==> config.mk <==
export PLATFORM = sky130hd
export DESIGN_NAME = seq_pattern_tx
export DESIGN_NICKNAME = d
export VERILOG_FILES = /design/src/rtl/seq_pattern_tx.sv
export SDC_FILE = /design/constraint.sdc
export NUM_CORES = 1
export LEC_CHECK = 0
export BUFFER_PORTS_ARGS = -buffer_cell sky130_fd_sc_hd__buf_2
export CAP_MARGIN = 10
export CORE_MARGIN = 2
export CORE_UTILIZATION = 50
export DETAILED_ROUTE_END_ITERATION = 6
export PLACE_DENSITY = 0.73
export RECOVER_POWER = 50
export SETUP_SLACK_MARGIN = 0.02
export SLEW_MARGIN = 25
export SYNTH_ARGS = -nofsm -noshare
export SYNTH_HDL_FRONTEND = slang
export SYNTH_SLANG_ARGS = --single-unit
==> constraint.sdc <==
create_clock -name clk -period 6.1 [get_ports clk]
set_clock_uncertainty 0.05 [all_clocks]
set_input_delay 0 -clock clk [delete_from_list [all_inputs] [get_ports clk]]
set_output_delay 0 -clock clk [all_outputs]
set_load 0.03 [all_outputs]
==> src/rtl/seq_pattern_tx.sv <==
// seq_pattern_tx: serial bit-pattern transmitter.
// Sends a latched pattern of 1..PAT_W bits MSB-first, repeated a
// programmable number of times with programmable idle gaps between repetitions.
// All outputs are registered. The first bit appears one cycle after an accepted start.
module seq_pattern_tx #(
    parameter int PAT_W = 8,
    parameter int LEN_W = 4,
    parameter int REP_W = 4,
    parameter int GAP_W = 4
) (
    input  logic             clk,
    input  logic             rst,
    input  logic             start,
    input  logic             abort,
    input  logic [PAT_W-1:0] pattern,
    input  logic [LEN_W-1:0] pat_len,
    input  logic [REP_W-1:0] reps,
    input  logic [GAP_W-1:0] gap,
    output logic             o,
    output logic             o_valid,
    output logic             first,
    output logic             busy,
    output logic             done,
    output logic             err
);

    typedef enum logic [1:0] {
        S_IDLE = 2'd0,
        S_SEND = 2'd1,
        S_GAP  = 2'd2
    } state_t;

    // PAT_W widened by one bit so that pat_len values above PAT_W compare correctly.
    localparam logic [LEN_W:0] PAT_W_L = (LEN_W + 1)'(PAT_W);

    state_t             state_q, state_d;
    logic [PAT_W-1:0]   pat_q, pat_d;
    logic [LEN_W-1:0]   len_q, len_d;
    logic [GAP_W-1:0]   gap_cfg_q, gap_cfg_d;
    logic [LEN_W-1:0]   bit_idx_q, bit_idx_d;   // index of the bit on o this cycle
    logic [REP_W-1:0]   rep_left_q, rep_left_d; // repetitions left, current one included
    logic [GAP_W-1:0]   gap_left_q, gap_left_d; // gap cycles left after this one

    logic o_q, o_d;
    logic o_valid_q, o_valid_d;
    logic first_q, first_d;
    logic busy_q, busy_d;
    logic done_q, done_d;
    logic err_q, err_d;

    logic             args_legal;
    logic [PAT_W-1:0] pat_src;

    // Select one pattern bit by a run-time index without an out-of-range part select.
    function automatic logic pat_bit(input logic [PAT_W-1:0] p, input logic [LEN_W-1:0] idx);
        logic r;
        r = 1'b0;
        for (int i = 0; i < PAT_W; i++) begin
            if (LEN_W'(i) == idx) begin
                r = p[i];
            end
        end
        return r;
    endfunction

    assign args_legal = (pat_len != '0) && ({1'b0, pat_len} <= PAT_W_L) && (reps != '0);

    // In IDLE the pattern is being latched on this same edge, so read it straight from the input.
    assign pat_src = (state_q == S_IDLE) ? pattern : pat_q;

    // State, configuration, counter and output registers with synchronous reset.
    always_ff @(posedge clk) begin
        if (rst) begin
            state_q    <= S_IDLE;
            pat_q      <= '0;
            len_q      <= '0;
            gap_cfg_q  <= '0;
            bit_idx_q  <= '0;
            rep_left_q <= '0;
            gap_left_q <= '0;
            o_q        <= 1'b0;
            o_valid_q  <= 1'b0;
            first_q    <= 1'b0;
            busy_q     <= 1'b0;
            done_q     <= 1'b0;
            err_q      <= 1'b0;
        end else begin
            state_q    <= state_d;
            pat_q      <= pat_d;
            len_q      <= len_d;
            gap_cfg_q  <= gap_cfg_d;
            bit_idx_q  <= bit_idx_d;
            rep_left_q <= rep_left_d;
            gap_left_q <= gap_left_d;
            o_q        <= o_d;
            o_valid_q  <= o_valid_d;
            first_q    <= first_d;
            busy_q     <= busy_d;
            done_q     <= done_d;
            err_q      <= err_d;
        end
    end

    // Next state and counter updates; counters only move when non-zero so they never wrap.
    always_comb begin
        state_d    = state_q;
        pat_d      = pat_q;
        len_d      = len_q;
        gap_cfg_d  = gap_cfg_q;
        bit_idx_d  = bit_idx_q;
        rep_left_d = rep_left_q;
        gap_left_d = gap_left_q;
        case (state_q)
            S_IDLE: begin
                if (start && !abort && args_legal) begin
                    state_d    = S_SEND;
                    pat_d      = pattern;
                    len_d      = pat_len;
                    gap_cfg_d  = gap;
                    rep_left_d = reps;
                    bit_idx_d  = pat_len - LEN_W'(1);
                end
            end
            S_SEND: begin
                if (abort) begin
                    state_d = S_IDLE;
                end else if (bit_idx_q != '0) begin
                    bit_idx_d = bit_idx_q - LEN_W'(1);
                end else if (rep_left_q > REP_W'(1)) begin
                    if (gap_cfg_q != '0) begin
                        // This cycle is the first gap cycle, so gap-1 remain after it.
                        state_d    = S_GAP;
                        gap_left_d = gap_cfg_q - GAP_W'(1);
                    end else begin
                        bit_idx_d  = len_q - LEN_W'(1);
                        rep_left_d = rep_left_q - REP_W'(1);
                    end
                end else begin
                    state_d = S_IDLE;
                end
            end
            S_GAP: begin
                if (abort) begin
                    state_d = S_IDLE;
                end else if (gap_left_q == '0) begin
                    state_d    = S_SEND;
                    bit_idx_d  = len_q - LEN_W'(1);
                    rep_left_d = rep_left_q - REP_W'(1);
                end else begin
                    gap_left_d = gap_left_q - GAP_W'(1);
                end
            end
            default: begin
                state_d = S_IDLE;
            end
        endcase
    end

    // Registered output values for the cycle following this edge.
    always_comb begin
        o_valid_d = (state_d == S_SEND);
        busy_d    = (state_d != S_IDLE);
        // A repetition starts when entering SEND, or when SEND wraps from bit 0 without a gap.
        first_d   = o_valid_d && ((state_q != S_SEND) || (bit_idx_q == '0));
        o_d       = o_valid_d && pat_bit(pat_src, bit_idx_d);
        done_d    = (state_q == S_SEND) && (state_d == S_IDLE) && !abort;
        err_d     = (state_q == S_IDLE) && start && !abort && !args_legal;
    end

    assign o       = o_q;
    assign o_valid = o_valid_q;
    assign first   = first_q;
    assign busy    = busy_q;
    assign done    = done_q;
    assign err     = err_q;

endmodule

* After elaboration in Yosys (flattened, before gate mapping)
Index checks and enable logic that the tools add are counted.
** Storage, ports and cells
- Flip-flop bits (word level) :: 36
- Bits in latches :: 0
- Memory bits (writable) :: 0
- Bits in read-only memories :: 0
- Input bits :: 24
- Output and inout bits :: 6
- Logic and storage cells :: 110
- Memories kept :: 0
** Cells by class
- Add/sub/neg operators :: 6
- Multipliers :: 0
- Divide/modulo/power cells :: 0
- Magnitude comparators :: 2
- Eq/ne operators :: 20
- Shift-type cells :: 0
- Muxes and demuxes :: 40
- Bitwise logic cells :: 0
- Reduce and logical (&&, ||, !) cells :: 29
** Operator list (number)
- 4-bit 2-to-1 mux :: 20
- 4-bit case mux with 3 select lines :: 2
- 4-bit by 1-bit subtractor with 4-bit output, second input constant :: 6
- 2-bit inequality test, second input constant :: 9
- 3-bit by 4-bit == test with 1-bit output, first input constant :: 4
- 4-bit nonzero test :: 4
- 2-bit 2-to-1 mux :: 7
- 4-bit zero test :: 3
- 1-bit logical AND :: 11
- 2-bit by 4-bit == test with 1-bit output, first input constant :: 2
- 1-bit 2-to-1 mux :: 8
- 8-bit 2-to-1 mux :: 1
- 4-bit case mux with 2 select lines :: 1
- 8-bit AND reduction :: 1
- 7-bit AND reduction :: 1
- 2-bit case mux with 3 select lines :: 1
- 1-bit by 4-bit == test with 1-bit output, first input constant :: 1
- 2-bit by 1-bit == test with 1-bit output, second input constant :: 2
- 4-bit by 1-bit greater-than comparator with 1-bit output, second input constant :: 1
- 4-bit less-or-equal comparator, second input constant :: 1
- 2-bit zero test :: 2
- 2-bit nonzero test :: 2
- 3-bit nonzero test :: 1
- 2-bit == test, second input constant :: 1
- 4 further kinds :: 5

* Logic depth before layout (Yosys ltp)
- Depth after elaboration :: 16
- Depth in mapped cells :: 11
- Depth with buffers taken out :: 10

* Worst setup path before layout
OpenSTA, ideal clock, no wires.
- Kind :: reg2reg
- From :: register rep_left_q[0]
- To :: register o_q, in the netlist o
- Setup time :: 0.116 ns
- Data arrival time :: 2.343 ns
- Required time :: 5.934 ns
- Setup slack :: 3.590 ns
- Stages on the path, launching flop included :: 11
- Path buffers :: 0
- Clock period less this slack :: 2.510 ns
- Cell sequence :: dfxtp_1 > inv_1 > ha_1 > or2_2 > a221oi_1 > o221a_2 > a311oi_2 > nand2_2 > mux4_1 > mux2_2 > o211a_1
** Between the ends
- Cells in the longest elaborated chain, start to end :: 15
- Elaborated cells on any way between the ends :: 27
- Classes of those cells :: order compare (1); eq/ne (8); mux (16); reduce/logical (2)
** RTL lines
- start: declaration :: line 41 : logic [REP_W-1:0] rep_left_q, rep_left_d;
- start signal: assignment :: line 93 : rep_left_q <= rep_left_d;
- 4-bit by 1-bit greater-than comparator with 1-bit output * :: line 129 : end else if (rep_left_q > REP_W'(1)) begin
- 4-bit 2-to-1 mux :: line 129
- 4-bit 2-to-1 mux :: line 127 : end else if (bit_idx_q != '0) begin
- 4-bit 2-to-1 mux :: line 125 : if (abort) begin
- 4-bit case mux with 3 select lines :: line 113 : case (state_q)
- 4-bit zero test :: line 59 : if (LEN_W'(i) == idx) begin
- 1-bit 2-to-1 mux (8 in a row) :: line 59
- 1-bit logical AND * :: line 165 : o_d = o_valid_d && pat_bit(pat_src, bit_idx_d);
- end signal: assignment :: line 81 : o_q <= 1'b0;
- end signal: assignment :: line 95 : o_q <= o_d;
- end: declaration :: line 44 : logic o_q, o_d;
Every way passes the cells marked *; elsewhere a longest branch is shown, timed or not.
A chain may end at the register's enable or synchronous reset.

* Final worst setup path
- From :: register state_q[1]
- To :: register o_q, in the netlist o
** Between the ends
- Cells in the longest elaborated chain, start to end :: 12
- Elaborated cells on any way between the ends :: 31
- Classes of those cells :: eq/ne (10); mux (18); reduce/logical (3)
** RTL lines
- start: declaration :: line 36 : state_t state_q, state_d;
- start signal: assignment :: line 88 : state_q <= state_d;
- 2-bit == test (tied with other cells) :: line 113
- 4-bit case mux with 3 select lines :: line 113
- 4-bit zero test :: line 59
- 1-bit 2-to-1 mux (8 in a row) :: line 59
- 1-bit logical AND * :: line 165
Marks and branches as above.

==> run metrics <==
Mapped Area=around 0.0022 mm2; status=finished, final reports clean; Post-Place Cells=roughly 350; drt total wl=5.32 mm; Rel. slew slack=42.1%; Final Hold Vio Count=0; yosys warns=0; Largest delay share family, worst path=simple AND/OR/NAND/NOR gates; max layer used=met4; CTS tree=built; worst skew pair latency=0.29 ns; die area=between 0.004 and 0.005 mm2; unrepaired setup endpoints after global routing=false; Yosys top cell area share=32.7%; maxcap violations=0; sequential area share after synthesis=32.7%; drt pass-1 iters=4; final instance count without filler cells=about 370; Slew Viols, Final=0; Final setup viols=0; register-to-register setup slack=~3.1 ns; Die Y=70.4 um; Worst Setup End Kind=register; GRT overflow=0; CP max stage cell=nor3_4; H-tree depth=2; Critical Path, Cell by Cell=inv_1 > ha_1 > nand3_1 > nor3_4 > a311oi_2 > nand2_2 > mux4_1 > mux2_2 > o211a_1; Post-synth top cells=50 x nand2_1, 36 x dfxtp_1, 34 x a21oi_1; Post-synth ARST share=0%; drt initial violations=between 150 and 200; Critical Path RT=6.24 ns; Core Footprint=0.00429 mm2; initial antenna violation count=0; largest net degree at the start of global routing=33; vias=2145; Vias/cell=roughly 5.8; Final TNS setup=0 ns; I/O pin cnt=30; Tcrit/Tclk final=48.9%; EDFF count, synth=0; Initial Util=about half; Syn Inst Count=around 280; Max Buffers Root-to-Sink=2; first-pass GRT wire length=a little under 9 mm; kind of critical path=reg -> reg; top cells by area, synth=dfxtp_1 33%, nand2_1 8.5%, a21oi_1 7.7%; Peak Freq=about 0.34 GHz; Least-Margin Pin Slew=0.863 ns; PortBufs=29; # clock sinks=36; Clk Tree Root Cell=clkbuf_8; Layout area overhead=18.8%; met3 WL=~350 um; die width=70.4 um; Worst-path clk slew=0.08 ns; Yosys top cell by area=dfxtp_1; top-count cell post-synth=nand2_1; HP Class=in -> reg; Core Rows=24; Avg Cell Area, Syn=7.99 um2; worst stage delay on the critical path=0.56 ns; drt drc=0; worst path bufs/invs=1; Routed Antenna Nets=0; PwrDens=roughly 220 mW/mm2; #FFs+latches synth=36; Critical Path Start Type=register; Peak VDD IR=0.122 mV; critical path arrival=3.13 ns; met1 wire length=between 2 and 2.5 mm; hpwl dp=3.68 mm; syn nets=311; Top FF cell, synth=dfxtp_1; Netlist cell types=56; met2 WL post-DR=roughly 2.5 mm; WL per Instance=14.4 um; ratio of cells with drive above 1 in the final layout=15.1%; Max FO, Critical Path=18; GPL Wtd Cong=0.954; Total GRT Usage=21.9%; vias in the first global route=1951; Fill cells=369; Min Clock Period, post-route=2.98 ns; cts bufs inserted=5; final layout net count=351; ANT cells=0; P_leak=0.990 nW
[power by group]
| group | switching, mW | internal (mW) | total, mW | leakage (nW) |
|---|---|---|---|---|
| registers | 0.0106 | 0.247 | 0.257 | 0.293 |
| logic | 0.0756 | 0.0586 | 0.134 | 0.657 |
| clock network | 0.0936 | 0.0808 | 0.174 | 0.0404 |
[placed cells by master (no fill, tap or decap), types with 6 or more instances in the layout]
cell type,count
nand2_1,50
dfxtp_1,36
a21oi_1,34
buf_2,23
o21ai_0,18
dlygate4sd3_1,16
inv_1,14
nor2_1,13
ha_1,11
clkbuf_1,6
[cell type report]
cell class	instances	area (um2)	share of cell area (%)
repair buffers	45	298	11.4
multi-input cells	213	1390	53.0
clock inverters	3	23.8	0.907
inverters	15	56.3	2.15
flip-flops and latches	36	721	27.5
clock buffers	5	68.8	2.63
well taps	52	65.1	2.48
[flip-flops by register name, indices dropped and copies added (netlist names), 2 cells and up]
name / flops
pat_q: 8
bit_idx_q: 4
rep_left_q: 4
gap_cfg_q: 4
gap_left_q: 4
state_q: 2
len_q: 4
[tightest hold or removal path: stages]
cell	delay [ns]
buf_2	0.11
nor4_4	0.06
nor2_1	0.10
nor3_1	0.07
[per-stage QoR]
stage / util [%] / setup WS (ns) / hold WS, ns / power, mW / instance area [um2]
floorplan: - / 3.59 / 0.0216 / 0.353 / 2200
global placement: 55.2 / 2.94 / 0.199 / 0.385 / 2370
detailed placement: 55.2 / 2.75 / 0.201 / 0.386 / 2370
CTS: 61.0 / 2.74 / 0.0154 / 0.570 / 2620
global route: 61.0 / 2.86 / 0.0582 / 0.594 / 2620
finish: 61.0 / 3.12 / 0.0403 / 0.566 / 2620
[cells by family (layout without fill, tap and decap cells)]
logic type	after synthesis	in the layout	synth area share (%)
simple gates	104	104	24.1
compound gates	84	84	23.6
flops	36	36	32.7
buf+inv	27	68	4.65
fa+ha+maj	11	11	6.24
mux	9	9	6.36
xor+xnor	5	5	2.33
[what timing repair did]
item | in CTS | in global routing
hold endpoints to repair | 16 | 0
gates resized for setup | 0 | 0
setup buffers | 0 | 0
setup endpoints to repair | 0 | 0
hold buffers | 16 | 0
[worst paths after layout]
kind,from,endpoint,depth (start not counted)
hold / removal,reps[2],err$_SDFF_PP0_,4
setup / recovery,state_q[1]$_SDFF_PP0_,o$_SDFF_PP0_,9
hold reg to reg,pat_q[2]$_SDFFE_PP0P_,pat_q[2]$_SDFFE_PP0P_,2
setup reg to reg,state_q[1]$_SDFF_PP0_,o$_SDFF_PP0_,9
[per-layer routing]
layer,global-route usage (%),up-vias
met5,0,-
met3,4.47,14
met2,36.6,71
met4,10.3,0
met1,26.9,993
li1,-,1067
Power figures use the tool's default switching activity.
